**config.mk**
```make
export PLATFORM = sky130hd
export DESIGN_NAME = exe_operand_stage
export DESIGN_NICKNAME = d
export VERILOG_FILES = /design/src/rtl/exe_operand_stage.sv
export SDC_FILE = /design/constraint.sdc
export NUM_CORES = 1
export LEC_CHECK = 0
export CAP_MARGIN = 5
export CORE_AREA = 2 2 114 116
export CTS_BUF_LIST = sky130_fd_sc_hd__clkbuf_16
export DETAILED_ROUTE_END_ITERATION = 16
export DIE_AREA = 0 0 116 118
export PLACE_DENSITY = 0.8
export SYNTH_ARGS = -nofsm -noshare
export SYNTH_HDL_FRONTEND = slang
export SYNTH_SLANG_ARGS = --single-unit
export TNS_END_PERCENT = 30
```
**constraint.sdc**
```tcl
create_clock -name clock -period 2.2 [get_ports clock]
set_input_delay 0.44 -clock clock [delete_from_list [all_inputs] [get_ports clock]]
set_output_delay 0.44 -clock clock [all_outputs]
set_load 0.02 [all_outputs]
```
**src/rtl/exe_operand_stage.sv**
```systemverilog
// ID->EX operand register with load-use hazard detection; E/M forwarding when EXE_OPERAND_FWD_EN is defined.
// One-cycle d_* -> e_* latency; stall holds the stage, flush/stall_req insert bubbles, stall_req is combinational.
module exe_operand_stage #(
  parameter int W = 32
) (
  input  logic         clock,
  input  logic         resetn,
  input  logic         d_valid,
  input  logic         d_wreg,
  input  logic         d_m2reg,
  input  logic         d_wmem,
  input  logic         d_aluimm,
  input  logic         d_shift,
  input  logic         d_use_rs,
  input  logic         d_use_rt,
  input  logic [3:0]   d_aluc,
  input  logic [4:0]   d_rs,
  input  logic [4:0]   d_rt,
  input  logic [4:0]   d_rn,
  input  logic [4:0]   d_sa,
  input  logic [W-1:0] d_qa,
  input  logic [W-1:0] d_qb,
  input  logic [W-1:0] d_imm,
  input  logic [W-1:0] ex_alu,
  input  logic         m_wreg,
  input  logic         m_m2reg,
  input  logic [4:0]   m_rn,
  input  logic [W-1:0] m_data,
  input  logic         stall,
  input  logic         flush,
  output logic [W-1:0] e_a,
  output logic [W-1:0] e_b,
  output logic [3:0]   e_aluc,
  output logic         e_wreg,
  output logic         e_m2reg,
  output logic         e_wmem,
  output logic         e_valid,
  output logic [4:0]   e_rn,
  output logic         stall_req,
  output logic [15:0]  stall_cnt
);

  logic         src_rs;
  logic         src_rt;
  logic         e_hit_rs;
  logic         e_hit_rt;
  logic         m_hit_rs;
  logic         m_hit_rt;
  logic [W-1:0] fwd_a;
  logic [W-1:0] fwd_b;
  logic         unused_in;

  // r0 is hardwired zero, so it never creates a dependency
  assign src_rs   = d_valid & d_use_rs & (d_rs != 5'd0);
  assign src_rt   = d_valid & d_use_rt & (d_rt != 5'd0);
  assign e_hit_rs = e_valid & e_wreg & (e_rn == d_rs);
  assign e_hit_rt = e_valid & e_wreg & (e_rn == d_rt);
  assign m_hit_rs = m_wreg & (m_rn == d_rs);
  assign m_hit_rt = m_wreg & (m_rn == d_rt);

`ifdef EXE_OPERAND_FWD_EN
  // Only a load in E cannot be bypassed: its data is not ready until M.
  assign stall_req = (src_rs & e_hit_rs & e_m2reg) | (src_rt & e_hit_rt & e_m2reg);
  assign unused_in = m_m2reg;

  always_comb begin
    fwd_a = d_qa;
    fwd_b = d_qb;
    if (d_rs != 5'd0) begin
      if (e_hit_rs & ~e_m2reg) fwd_a = ex_alu;
      else if (m_hit_rs)       fwd_a = m_data;
    end
    if (d_rt != 5'd0) begin
      if (e_hit_rt & ~e_m2reg) fwd_b = ex_alu;
      else if (m_hit_rt)       fwd_b = m_data;
    end
  end
`else
  assign stall_req = (src_rs & (e_hit_rs | m_hit_rs)) | (src_rt & (e_hit_rt | m_hit_rt));
  assign fwd_a     = d_qa;
  assign fwd_b     = d_qb;
  assign unused_in = ^{m_m2reg, ex_alu, m_data};
`endif

  always_ff @(posedge clock or negedge resetn) begin
    if (!resetn) begin
      e_a       <= '0;
      e_b       <= '0;
      e_aluc    <= '0;
      e_rn      <= '0;
      e_valid   <= 1'b0;
      e_wreg    <= 1'b0;
      e_m2reg   <= 1'b0;
      e_wmem    <= 1'b0;
      stall_cnt <= '0;
    end else if (flush) begin
      e_valid <= 1'b0;
      e_wreg  <= 1'b0;
      e_m2reg <= 1'b0;
      e_wmem  <= 1'b0;
    end else if (!stall) begin
      if (stall_req) begin
        e_valid <= 1'b0;
        e_wreg  <= 1'b0;
        e_m2reg <= 1'b0;
        e_wmem  <= 1'b0;
        if (stall_cnt != 16'hFFFF) stall_cnt <= stall_cnt + 16'd1;
      end else begin
        e_a     <= d_shift ? {{(W-5){1'b0}}, d_sa} : fwd_a;
        e_b     <= d_aluimm ? d_imm : fwd_b;
        e_aluc  <= d_aluc;
        e_rn    <= d_rn;
        // an invalid slot loads as a bubble so no side effects leak downstream
        e_valid <= d_valid;
        e_wreg  <= d_valid & d_wreg;
        e_m2reg <= d_valid & d_m2reg;
        e_wmem  <= d_valid & d_wmem;
      end
    end
  end

endmodule

```
==> metrics <==
Syn. warnings=0; Die X=116 um; slowest cell on the critical path=o311a_1; Mapped Cells=426; first-pass GRT wire length=21,600 um; Die H=118 um; Detailed Route Iter0 Violations=249; Period minus WS final=2.19 ns; grt ovf=0; Port Buffers=231; CTS Buf Count=9; Slew HR=72.2%; routed wire length=13,600 um; total chip power=4.76 mW; Die Area=0.0137 sq mm; r2r worst-path depth=8; RSZ-0062 raised after global routing=true; critical path arrival=1.75 ns; Commonest cells post-synth=93 x dfrtp_1, 40 x nor2_1, 39 x a21oi_1; final hold violation count=0; initial antenna violation count=0; Syn Nets=630; post-route ant nets=0; fmax=456 MHz; Setup Skew=0.00447 ns; RR Startpoint=e_rn[3]$_DFFE_PN0P_; CP max stage delay=0.39 ns; area grow syn2layout=69.4%; outcome=finished, final reports clean; Global Route Usage Sum=20.1%; Post-synth ARST share=100%; Post-Place Cells=835; number of synthesized flops with an enable pin=0; worst skew pair latency=0.34 ns; via-per-instance ratio=4.87; Final HPWL DP=10,300 um; slew at the pin closest to its max-slew limit=0.417 ns; RR Endpoint=e_aluc[0]$_DFFE_PN0P_; post-route cell area=0.00750 sq mm; vias in the first global route=4,377; Seq. cell area=0.00233 sq mm; Primary FF master, synth=dfrtp_1; Max-Cap Viols=0; final non-filler cell total=854; endpoints failing setup=0; via count=4,162; FILL cells=1,040; Worst-path clk slew=0.06 ns; power per cell area=635 mW/mm^2; mean area per synthesized cell=10.4 sq um; WS Path Type=in2out; post-route clock period utilization=99.8%; flop and latch count out of synthesis=93; clk sink count=93; number of core rows=41; Slew Limit Fails=0; Final TNS setup=0 ns; Multi-input gate area=0.00202 sq mm; area post-placement=0.00716 sq mm; critical path cell sequence=clkdlybuf4s15_1 -> or3_1 -> o311a_1 -> a22o_4 -> buf_6; # H-tree levels=3; Clock Tree Root=clkbuf_16; Post-Syn Area=0.00443 sq mm; Static Leak=3.26 nW; post-synthesis sequential area ratio=52.6%; Setup crit end kind=primary output; Hold WC Path Type=in2async; post-synth cell types=31; reg-to-reg slack, setup=0.04 ns; I/O pin count=297; synth top area cells=dfrtp_1 53%, mux2i_1 8.4%, nand3b_1 4.7%; initial core utilization=35.6%; count leader, synth=dfrtp_1; Req. time, crit path=1.76 ns; residual DRC count=0; critical path peak fanout=3; gpl congestion=0.946; Detailed Routing Iterations Pass 1=4; Critical Path Start Type=primary input; Wirelength per Cell=16.0 um; antenna cells=0; share of the synthesized area in the top cell type=52.6%; Clock Path Buffers=2; layout cells sized above 1=11.6%; largest net degree at the start of global routing=45; leading area contributor after synthesis=dfrtp_1; VDD IR max=0.000336 V; Layout Nets=881; Core Footprint=0.0124 sq mm; worst hold slack=0.0330 ns; TritonCTS clock tree=done
[worst max path at each step]
stage	depth (start not counted)	from	endpoint	slack [ns]
floorplan	6	e_rn[3]$_DFFE_PN0P_	stall_req	0.05
global placement	6	d_rs[4]	stall_req	-0.78
detailed placement	6	d_rs[4]	stall_req	-0.84
CTS	5	d_rt[0]	stall_req	0.005
global route	11	e_rn[0]$_DFFE_PN0P_	e_b[11]$_DFFE_PN0P_	-0.05
finish	5	d_rs[0]	stall_req	0.005
[cell usage in the layout, fill, tap and decap left out, types with 3 or more instances in the layout]
cell type / instances
clkdlybuf4s50_1: 214
dfrtp_1: 92
nor2_1: 40
a21oi_1: 39
mux2i_1: 37
nand2_1: 36
nand3b_1: 28
buf_4: 28
o21ai_0: 26
xor2_1: 17
xnor2_1: 17
clkbuf_16: 11
mux2_2: 10
nand3_1: 9
dlygate4sd2_1: 8
nand4_1: 7
and3_1: 6
buf_2: 6
buf_12: 5
nor3_1: 4
o21ai_1: 4
nor4_1: 3
and2_1: 3
nand2b_1: 3
clkinv_2: 3
buf_6: 3
[what timing repair did]
action | 4_1_cts | 5_1_grt
hold buffers | 0 | 0
endpoints found under the hold margin | 0 | 0
buffers inserted | 0 | 1
setup endpoints to repair | 94 | 47
resized for setup | 42 | 7
pin swaps | 16 | 2
cloned | 0 | 2
[worst max-delay path, delay by kind of cell]
kind	cells	cell delay (ns)
and+or+nand+nor	1	0.33
buffers and inverters	2	0.34
AOI/OAI and AO/OA	2	0.65
[stage by stage]
step | util (%) | setup slack, ns
after global routing | 60.4 | -0.0535
after global placement | 57.7 | -0.782
after CTS | 59.7 | 0.00454
final | 60.4 | 0.00534
after floorplan | - | 0.0546
after detailed placement | 57.7 | -0.835
[sequential cells by signal (all words and copies together) (netlist names)]
name	count
e_wmem	1
e_wreg	1
e_a	32
e_rn	5
e_m2reg	1
e_b	32
stall_cnt	16
e_valid	1
e_aluc	4
[routing by layer]
metal / GRT usage (%) / up-vias / share of wire (%)
met5: 0 / - / 0
met4: 8.85 / 0 / 3.0
met3: 4.48 / 25 / 6.6
met2: 35.6 / 165 / 52
met1: 22.8 / 1987 / 39
li1: - / 1985 / -
[power by group]
group / total, mW / internal (mW) / switching, mW
clock network: 1.37 / 0.747 / 0.624
logic: 1.38 / 0.746 / 0.638
registers: 2.01 / 1.89 / 0.112
total: 4.76 / 3.39 / 1.37
[logic make-up after synthesis]
family / Yosys count / share of synthesized area (%)
compound gates: 75 / 9.25
xor+xnor: 35 / 6.93
fa+ha+maj: 1 / 0.283
buf+inv: 28 / 2.91
flops: 93 / 52.6
mux: 47 / 10.9
simple gates: 147 / 17.1
[cell type report]
type                            instances  share of cell area (%)
Timing Repair Buffer                  268                    35.7
Sequential cell                        93                    31.1
Multi-Input combinational cell        305                    27.0
Clock buffer                            9                    3.00
Tap cell                              172                    2.87
Clock inverter                          7                   0.451
Note: power is estimated with default switching activity, not from simulation.
